==> config.mk <==
export PLATFORM = sky130hd
export DESIGN_NAME = fp_square
export DESIGN_NICKNAME = d
export VERILOG_FILES = /design/src/rtl/fp_pkg.sv /design/src/rtl/fp_round_pack.sv /design/src/rtl/fp_square.sv
export SDC_FILE = /design/constraint.sdc
export NUM_CORES = 1
export LEC_CHECK = 0
export ABC_AREA = 1
export BUFFER_PORTS_ARGS = -buffer_cell sky130_fd_sc_hd__buf_2
export CAP_MARGIN = 20
export CELL_PAD_IN_SITES_DETAIL_PLACEMENT = 0
export CELL_PAD_IN_SITES_GLOBAL_PLACEMENT = 2
export CORE_MARGIN = 5
export CORE_UTILIZATION = 32
export DETAILED_ROUTE_END_ITERATION = 12
export GPL_TIMING_DRIVEN = 0
export HOLD_SLACK_MARGIN = 0.05
export PLACE_DENSITY = 0.8
export SKIP_LAST_GASP = 1
export SYNTH_ARGS = -nofsm -noshare
export SYNTH_HDL_FRONTEND = slang
export SYNTH_SLANG_ARGS = --single-unit
==> constraint.sdc <==
create_clock -name fp_clk -period 3.3 [get_ports fp_clk]
set_input_delay 0.495 -clock fp_clk [delete_from_list [all_inputs] [get_ports fp_clk]]
set_output_delay 0.495 -clock fp_clk [all_outputs]
set_load 0.03 [all_outputs]
==> src/rtl/fp_pkg.sv <==
// Shared single-precision constants, FSM state type and field helpers for the
// iterative FPU blocks (square, sqrt, div).
package fp_pkg;

  localparam int BIAS = 127;

  localparam logic [31:0] QNAN = 32'h7fc0_0000;
  localparam logic [31:0] PINF = 32'h7f80_0000;
  localparam logic [31:0] ZERO = 32'h0000_0000;

  typedef enum logic [2:0] {
    StIdle,
    StClass,
    StMul,
    StNorm,
    StDone
  } fp_state_e;

  function automatic logic fp_sign(input logic [31:0] f);
    return f[31];
  endfunction

  function automatic logic [7:0] fp_exp(input logic [31:0] f);
    return f[30:23];
  endfunction

  function automatic logic [22:0] fp_mant(input logic [31:0] f);
    return f[22:0];
  endfunction

endpackage

==> src/rtl/fp_round_pack.sv <==
// Normalise, round-to-nearest-even and pack a 48-bit mantissa product into a
// single-precision result; overflow saturates to +inf, underflow flushes to zero.
module fp_round_pack
  import fp_pkg::*;
(
  input  logic [47:0]        prod,
  input  logic signed [9:0]  exp_in,
  output logic [31:0]        result
);

  logic [22:0]       mant;
  logic              guard;
  logic              sticky;
  logic              round_up;
  logic [23:0]       mant_rnd;
  logic signed [9:0] exp_norm;
  logic signed [9:0] exp_fin;

  always_comb begin
    if (prod[47]) begin
      mant     = prod[46:24];
      guard    = prod[23];
      sticky   = |prod[22:0];
      exp_norm = exp_in + 10'sd1;
    end else begin
      mant     = prod[45:23];
      guard    = prod[22];
      sticky   = |prod[21:0];
      exp_norm = exp_in;
    end

    round_up = guard & (sticky | mant[0]);
    mant_rnd = {1'b0, mant} + {23'd0, round_up};
    // A carry out of the rounded mantissa leaves its fraction bits at zero.
    exp_fin  = mant_rnd[23] ? exp_norm + 10'sd1 : exp_norm;

    if (exp_fin >= 10'sd255) begin
      result = PINF;
    end else if (exp_fin <= 10'sd0) begin
      result = ZERO;
    end else begin
      result = {1'b0, exp_fin[7:0], mant_rnd[22:0]};
    end
  end

endmodule

==> src/rtl/fp_square.sv <==
// Multi-cycle single-precision squarer: classify, 24-step shift-add mantissa
// multiply, then round/pack. start/done handshake, result held until next done.
module fp_square
  import fp_pkg::*;
#(
  parameter int unsigned MUL_BITS = 24
) (
  input  logic        fp_clk,
  input  logic        reset_n,
  input  logic        start,
  input  logic [31:0] A,
  output logic [31:0] Out,
  output logic        busy,
  output logic        done
);

  localparam logic [4:0] LastStep = 5'(MUL_BITS - 1);

  fp_state_e state_q, state_d;
  logic [30:0] a_q, a_d;
  logic [47:0] acc_q, acc_d;
  logic [23:0] mplier_q, mplier_d;
  logic [4:0]  cnt_q, cnt_d;
  logic        spec_q, spec_d;
  logic [31:0] spec_val_q, spec_val_d;
  logic [31:0] out_q, out_d;

  logic [47:0]       mcand;
  logic signed [9:0] exp_raw;
  logic [31:0]       packed_res;

  // The sign is dropped at capture: a square is never negative.
  assign mcand   = {24'd0, 1'b1, a_q[22:0]};
  assign exp_raw = $signed({1'b0, a_q[30:23], 1'b0}) - 10'(BIAS);

  fp_round_pack u_round_pack (
    .prod   (acc_q),
    .exp_in (exp_raw),
    .result (packed_res)
  );

  always_comb begin
    state_d    = state_q;
    a_d        = a_q;
    acc_d      = acc_q;
    mplier_d   = mplier_q;
    cnt_d      = cnt_q;
    spec_d     = spec_q;
    spec_val_d = spec_val_q;
    out_d      = out_q;

    unique case (state_q)
      StIdle: begin
        if (start) begin
          a_d     = A[30:0];
          state_d = StClass;
        end
      end
      StClass: begin
        if (fp_exp({1'b0, a_q}) == 8'h00) begin
          spec_d     = 1'b1;
          spec_val_d = ZERO;
          state_d    = StNorm;
        end else if (fp_exp({1'b0, a_q}) == 8'hff) begin
          spec_d     = 1'b1;
          spec_val_d = (fp_mant({1'b0, a_q}) != 23'd0) ? QNAN : PINF;
          state_d    = StNorm;
        end else begin
          spec_d   = 1'b0;
          acc_d    = 48'd0;
          mplier_d = {1'b1, fp_mant({1'b0, a_q})};
          cnt_d    = 5'd0;
          state_d  = StMul;
        end
      end
      StMul: begin
        if (mplier_q[0]) begin
          acc_d = acc_q + (mcand << cnt_q);
        end
        mplier_d = mplier_q >> 1;
        cnt_d    = cnt_q + 5'd1;
        if (cnt_q == LastStep) begin
          state_d = StNorm;
        end
      end
      StNorm: begin
        out_d   = spec_q ? spec_val_q : packed_res;
        state_d = StDone;
      end
      StDone: begin
        state_d = StIdle;
      end
      default: begin
        state_d = StIdle;
      end
    endcase
  end

  always_ff @(posedge fp_clk or negedge reset_n) begin
    if (!reset_n) begin
      state_q    <= StIdle;
      a_q        <= 31'd0;
      acc_q      <= 48'd0;
      mplier_q   <= 24'd0;
      cnt_q      <= 5'd0;
      spec_q     <= 1'b0;
      spec_val_q <= 32'd0;
      out_q      <= 32'd0;
    end else begin
      state_q    <= state_d;
      a_q        <= a_d;
      acc_q      <= acc_d;
      mplier_q   <= mplier_d;
      cnt_q      <= cnt_d;
      spec_q     <= spec_d;
      spec_val_q <= spec_val_d;
      out_q      <= out_d;
    end
  end

  assign Out  = out_q;
  assign busy = (state_q == StClass) || (state_q == StMul) || (state_q == StNorm);
  assign done = (state_q == StDone);

endmodule
==> results of run 1 <==
==> tightest hold or removal path, stage by stage <==
cell	delay [ns]
buf_2	0.07
nor2_1	0.03
a21oi_1	0.10
==> area by class of cell <==
class	count	area, µm²	share of cell area, %
Buffer	65	505.5	2.938
Clock buffer	18	429.2	2.494
Clock inverter	13	197.7	1.149
Inverter	227	860.8	5.003
Multi-Input combinational cell	1396	9779	56.84
Sequential cell	145	3630	21.10
Tap cell	511	639.4	3.716
Timing Repair Buffer	164	1165	6.770
==> power groups by stage <==
stage	logic (mW)	registers [mW]	clock network, mW
5_1_grt	13.4	2.85	2.31
2_1_floorplan	5.24	2.80	0
3_3_place_gp	7.73	2.73	0
4_1_cts	10.5	2.73	2.24
6_report	12.5	2.78	2.20
3_5_place_dp	7.76	2.74	0
==> layer usage <==
metal	routed length (µm)	GRT usage, %
met1	21690	29.50
met4	1525	7.608
met2	22360	36.04
met5	0	0
met3	1593	2.553
==> synthesized netlist by cell type, drive strengths merged <==
cell | n | area, µm²
conb | 1 | 3.750
a21oi | 122 | 614.3
o22ai | 20 | 125.1
mux2i | 31 | 310.3
nor3 | 33 | 175.2
nand4 | 30 | 187.7
or2 | 7 | 43.79
a31oi | 16 | 100.1
o211ai | 3 | 22.52
ha | 56 | 700.7
dlygate4sd1 | 2 | 17.52
and3 | 1 | 6.260
nand2 | 462 | 1787
a21o | 3 | 22.52
a2111oi | 1 | 8.760
dfrtp | 145 | 3628
o21a | 3 | 22.52
o21bai | 12 | 90.09
nor4 | 10 | 62.56
o31ai | 6 | 45.04
a211oi | 3 | 22.52
a22oi | 21 | 157.7
nand3b | 2 | 15.01
xnor2 | 7 | 61.31
nor2 | 211 | 870.8
o21ai | 212 | 1072
a21boi | 5 | 37.54
a22o | 2 | 17.52
clkbuf | 45 | 168.9
fa | 1 | 20.02
xor2 | 21 | 191.4
nand3 | 91 | 593.1
buf | 20 | 166.4
a221oi | 1 | 8.760
o221ai | 2 | 17.52
inv | 225 | 847.1
clkinv | 2 | 8.750
==> how the worst min path moves through the flow <==
stage / to / depth (start not counted) / start
final: a_q[14] / 3 / A[14]
after global routing: a_q[14] / 3 / A[14]
after CTS: a_q[14] / 3 / A[14]
after detailed placement: acc_q[43] / 1 / reset_n
after global placement: Out[20] / 2 / Out[20]
after floorplan: Out[0] / 0 / reset_n
==> registers in the layout, summed over array words and instances, names as in the netlist <==
signal and flops:
cnt_q 5, Out 31, acc_q 48, mplier_q 24, state_q 3, a_q 31, spec_val_q 2, spec_q 1
==> metrics by stage <==
stage          hold slack [ns]  TNS (ns)  power, mW
2_1_floorplan           0.1994  -0.01668      8.045
3_3_place_gp            0.4586   -144.27      10.46
3_5_place_dp            0.4402    -42.71      10.50
4_1_cts                 0.2786    -5.163      15.43
5_1_grt                 0.2914    -9.822      18.56
6_report                0.2899    -4.245      17.43
==> what timing repair did <==
item                                   4_1_cts  5_1_grt
gates resized for setup                    422      264
pin swaps                                   77       86
hold buffers                                 1        0
setup buffers                               61       33
endpoints found under the hold margin       51        0
cloned                                       1        2
setup endpoints to repair                   44       41
==> cells by family after synthesis <==
kind of cell | after synthesis
other | 1
adder cells (fa/ha/maj) | 57
XOR/XNOR | 28
AO/OA/AOI/OAI | 432
buffers and inverters | 294
flip-flops | 145
AND/OR/NAND/NOR | 847
multiplexers | 31
==> impl_metrics.py, run 1 <==
metrics = {
    "setup_path": {
        "startpoint_type": "flop",
        "cp.depth": 21,
        "criticalPathCategory": "flop to flop",
        "crit_chain": "buf_4 > buf_6 > buf_8 > mux2i_4 > mux2i_2 > buf_4 > o21ai_4 > mux2i_1 > ha_2 > nand2_4 > nor2_4 > inv_2 > nor2_4 > nand3_2 > o21ai_4 > buf_6 > nand2_2 > nand2_2 > a21oi_1 > o21ai_1 > o21ai_1",
        "crit_buf_inv": 6,
        "r2r_slack_ns": -0.24,
        "startpoint": "cnt_q[1]",
        "endpoint_kind": "flop",
        "r2r_cells": 21,
        "crit_path_max_incr_delay_ns": 0.42,
        "reg2reg_to": "acc_q[45]",
        "crit_arrival_ns": 3.85,
        "r2r_start": "cnt_q[1]",
        "crit_family": "buffers and inverters",
        "worstPathMaxFanout": 10,
        "cpMaxStageDelayCell": "dfrtp_1",
        "cp_data_required_time_ns": 3.61,
        "cp-endpoint": "acc_q[45]",
    },
    "sta": {
        "drv_slew": 0,
        "fin_crit_sh_pct": 107.3,
        "tightest_slew_ns": 0.9971,
        "hold_viol": 0,
        "slew_headroom_pct": 33.53,
        "fin_worst_skew_ns": 0.01036,
        "fin_crit_ns": 3.540,
        "fmax_ghz": 0.2824,
        "setup_viol": 30,
        "setup_ws_ns": -0.2405,
        "rsz0062_at_grt": "yes",
    },
    "pwr": {
        "power_frac_seq_pct": 16.0,
        "swShare_pct": 52.34,
        "leakagePower_nw": 7.602,
        "p_clk_share_pct": 12.6,
        "switching_power_mw": 9.124,
        "ir_worst_vdd_mv": 0.4611,
        "intPower_mw": 8.309,
        "powerDensity_mw_per_mm2": 1013,
        "pwr-share-comb_pct": 71.5,
    },
    "route": {
        "routedWlPerCell_um": 18.58,
        "vias": 13215,
        "drc": 0,
        "firstDrtPassIters": 6,
        "drt_iter0_markers": 802,
        "wl_um": 47170,
        "vias_per_cell": 5.205,
        "antenna_left": 0,
    },
    "clock_network": {
        "cts_tree": "done",
        "clkTransAtPathRegs_ns": 0.07,
        "cts_max_level": 4,
        "clock_sinks": 145,
        "cts_inserted_buffers": 17,
        "clock_path_buffers": 2,
        "insertion_delay_ns": 0.45,
        "root_buffer": "clkbuf_16",
    },
    "floorplan": {
        "initial_core_util_pct": 32.45,
        "dieArea_mm2": 0.04230,
        "die_y_um": 205.7,
        "dieWidth_um": 205.7,
        "core_mm2": 0.03776,
        "boundaryPins": 69,
        "num_rows": 71,
    },
    "placed_design": {
        "dp.cells": 2413,
        "post-place-ws_ns": -1.779,
        "place_congestion": 0.9115,
        "placed_cell_area_mm2": 0.01327,
        "hpwlAfterDp_um": 35740,
        "io_buffers": 66,
    },
    "layout": {
        "design_area_mm2": 0.01721,
        "drive_above_1_share_pct": 33.63,
        "diodes": 0,
        "final_common_cell": "nand2_1",
        "final_util_pct": 45.57,
        "area_delta_synth_final_pct": 40.46,
        "fin_nets": 2108,
        "fill_cells": 3851,
        "layoutNonFillerInstCount": 2539,
        "mostFrequentLayoutCells": "392 x nand2_1, 193 x inv_1, 152 x nor2_1",
    },
    "grt": {
        "grt_max_degree": 95,
        "grt_antenna_before_repair": 0,
        "grt_usage_pct": 21.79,
        "grt_pass1_wl_um": 72350,
        "grt_pass1_vias": 13006,
        "grt-ovfl-total": 0,
    },
    "run": {
        "cap_violations": 0,
    },
    "synthesis": {
        "synth_compound_area_share_pct": 19.47,
        "ys_seq_elements": 145,
        "ys_seq_area_share_pct": 29.62,
        "yosysWarnings": 0,
        "syn_area_per_cell_um2": 6.676,
        "synthAdderAreaFrac_pct": 5.883,
        "synth_xor_area_share_pct": 2.063,
        "postSynthCellCount": 1835,
        "synthMuxAreaShare_pct": 2.533,
        "yosys.area_share.simple_pct": 30.54,
        "synth.distinct_cells": 56,
        "synth_top_family_by_area": "simple AND/OR/NAND/NOR gates",
        "syn-num-nets": 1927,
        "synth.cell_area_mm2": 0.01225,
    },
    "min_path": {
        "worstHoldPathType": "input port to flop",
    },
    "outcome": {
        "violations": "negative setup slack",
        "status": "finished with violations",
    },
}
Power figures use the tool's default switching activity.
==> run 2: changes to the inputs <==
--- a/config.mk
+++ b/config.mk
@@ -16,6 +16,7 @@
 export GPL_TIMING_DRIVEN = 0
 export HOLD_SLACK_MARGIN = 0.05
 export PLACE_DENSITY = 0.8
+export REMOVE_ABC_BUFFERS = 1
 export SKIP_LAST_GASP = 1
 export SYNTH_ARGS = -nofsm -noshare
 export SYNTH_HDL_FRONTEND = slang
==> run 2 against run 1 <==
  * The run ends with negative hold slack, negative setup slack left
  * Final cell count decreased by 2.7%
  * Final area decreased by 7.0%
  * Highest routed layer is now met5
  * Fmax decreased by 1.3%
  * Critical path type unchanged
  * Global-route usage decreased by 1.7 points
  * Clock power about the same
  * Clock skew about the same
  * Total power decreased by 11%
  * Core utilization decreased by 3.2 points
  * Sequential share of layout area increased by 1.7 points
  * Register-to-register slack got worse by 0.05 ns
  * Die area unchanged
==> impl_metrics.py, run 2 (synthesis gave the netlist of run 1 again) <==
metrics = {
    "floorplan": {
        "core_mm2": 0.03776,
        "num_rows": 71,
        "dieWidth_um": 205.7,
        "die_y_um": 205.7,
        "initial_core_util_pct": 32.45,
        "dieArea_mm2": 0.04230,
        "boundaryPins": 69,
    },
    "sta": {
        "fin_crit_ns": 3.588,
        "fin_crit_sh_pct": 108.7,
        "slew_headroom_pct": 44.62,
        "fin_worst_skew_ns": 0.01085,
        "hold_viol": 3,
        "whs_ns": -0.01339,
        "rsz0062_at_grt": "yes",
        "setup_viol": 30,
        "fmax_ghz": 0.2787,
        "setup-tns-final_ns": -4.342,
        "setup_ws_ns": -0.2879,
        "tightest_slew_ns": 0.8277,
        "drv_slew": 0,
    },
    "setup_path": {
        "startpoint_type": "flop",
        "r2r_slack_ns": -0.29,
        "criticalPathCategory": "flop to flop",
        "r2r_start": "cnt_q[0]",
        "startpoint": "cnt_q[0]",
        "crit_chain": "buf_12 > o21ai_4 > inv_1 > o21ai_2 > mux2i_2 > buf_4 > o21ai_4 > nor2_4 > ha_4 > buf_4 > nand2_2 > nor2_4 > inv_2 > o21ai_0 > nand2_1 > nand2_2 > a21oi_2 > o21bai_1 > a21oi_1 > o21ai_1 > o21ai_0",
        "cpMaxStageDelayCell": "dfrtp_4",
        "r2r_cells": 21,
        "crit_buf_inv": 5,
        "cp_data_required_time_ns": 3.61,
        "crit_family": "compound AO/OA/AOI/OAI gates",
        "endpoint_kind": "flop",
        "worstPathMaxFanout": 21,
        "cp.depth": 21,
        "crit_path_max_incr_delay_ns": 0.55,
        "crit_arrival_ns": 3.90,
    },
    "clock_network": {
        "cts_inserted_buffers": 17,
        "clock_sinks": 145,
        "insertion_delay_ns": 0.45,
        "clock_path_buffers": 2,
        "clkTransAtPathRegs_ns": 0.07,
        "cts_tree": "done",
        "postCtsHoldBufs": 0,
        "cts_max_level": 4,
        "root_buffer": "clkbuf_16",
    },
    "grt": {
        "grt_pass1_vias": 12228,
        "grt_antenna_before_repair": 1,
        "grt_max_degree": 81,
        "grt_pass1_wl_um": 67010,
        "grt-ovfl-total": 0,
        "grt_usage_pct": 20.07,
    },
    "min_path": {
        "worstHoldPathType": "input port to asynchronous set/reset pin",
    },
    "route": {
        "vias_per_cell": 5.064,
        "vias": 12514,
        "drc": 0,
        "drt_iter0_markers": 668,
        "firstDrtPassIters": 5,
        "antenna_left": 0,
        "wl_um": 42770,
        "routedWlPerCell_um": 17.31,
    },
    "layout": {
        "diodes": 0,
        "final_common_cell": "nand2_1",
        "top_register": "acc_q",
        "fin_nets": 2039,
        "fill_cells": 3980,
        "drive_above_1_share_pct": 28.67,
        "mostFrequentLayoutCells": "420 x nand2_1, 204 x inv_1, 155 x nor2_1",
        "area_delta_synth_final_pct": 30.58,
        "largest_register_ffs": 48,
    },
    "outcome": {
        "status": "finished with violations",
        "violations": "negative hold slack, negative setup slack",
    },
    "placed_design": {
        "io_buffers": 66,
        "hpwlAfterDp_um": 32150,
        "place_congestion": 0.9051,
        "post-place-ws_ns": -2.344,
    },
    "pwr": {
        "powerDensity_mw_per_mm2": 975.3,
        "leakagePower_nw": 7.231,
        "ir_worst_vdd_mv": 0.4571,
    },
    "run": {
        "cap_violations": 0,
    },
}
## run 2: per-layer routing
layer | global-route usage [%] | share of wire (%)
met5 | 0 | 0.047
met4 | 5.000 | 1.8
met3 | 2.931 | 3.1
met2 | 33.74 | 47
met1 | 27.17 | 48
## run 2: final cells by class
| type | instances | area [µm²] | share of cell area, % |
|---|---|---|---|
| multi-input cells | 1396 | 8979 | 56.13 |
| repair inverters | 3 | 17.52 | 0.1095 |
| clock inverters | 13 | 190.2 | 1.189 |
| well taps | 511 | 639.4 | 3.997 |
| clock buffers | 19 | 452.9 | 2.831 |
| repair buffers | 157 | 1181 | 7.384 |
| inverters | 227 | 888.4 | 5.553 |
| flip-flops and latches | 145 | 3649 | 22.81 |
## run 2: worst paths after layout
check | to
max | acc_q[32]
min | acc_q[6]
min in group fp_clk | a_q[27]
max reg2reg | acc_q[32]
min reg2reg | Out[16]
max in group asynchronous | cnt_q[3]
## run 2: what timing repair did
action                                  CTS  global route
pin swaps                                55            59
buffers inserted                         54            29
endpoints found under the setup margin   86            68
gates resized for setup                 280           196
cloned                                    2             1
## run 2: worst reg2reg max path: stages, from the launching register on
cell and delay (ns):
dfrtp_4 0.55, buf_12 0.18, o21ai_4 0.19, inv_1 0.07, o21ai_2 0.19, mux2i_2 0.10, buf_4 0.17, o21ai_4 0.19
nor2_4 0.08, ha_4 0.30, buf_4 0.13, nand2_2 0.12, nor2_4 0.15, inv_2 0.07, o21ai_0 0.17, nand2_1 0.08
nand2_2 0.08, a21oi_2 0.06, o21bai_1 0.24, a21oi_1 0.09, o21ai_1 0.11, o21ai_0 0.12
## run 2: where the power goes
| group | internal, mW | leakage (nW) | switching [mW] |
|---|---|---|---|
| Sequential | 2.36 | 1.82 | 0.490 |
| Combinational | 3.87 | 5.09 | 6.68 |
| Clock | 1.27 | 0.318 | 0.935 |
| Total | 7.50 | 7.23 | 8.10 |
## run 2: through the flow
step                      hold WS (ns)  area (µm²)  cells  total power, mW  util [%]
after global routing            0.1098       16000   2471            16.74     42.37
after detailed placement        0.4602       13020   2352            10.20     34.49
final                         -0.01339       16000   2471            15.60     42.37
after floorplan                 0.1994       11900   1768            7.841         -
after global placement          0.4571       12870   2345            10.06     34.08
after CTS                      0.06285       14890   2440            14.20     39.43
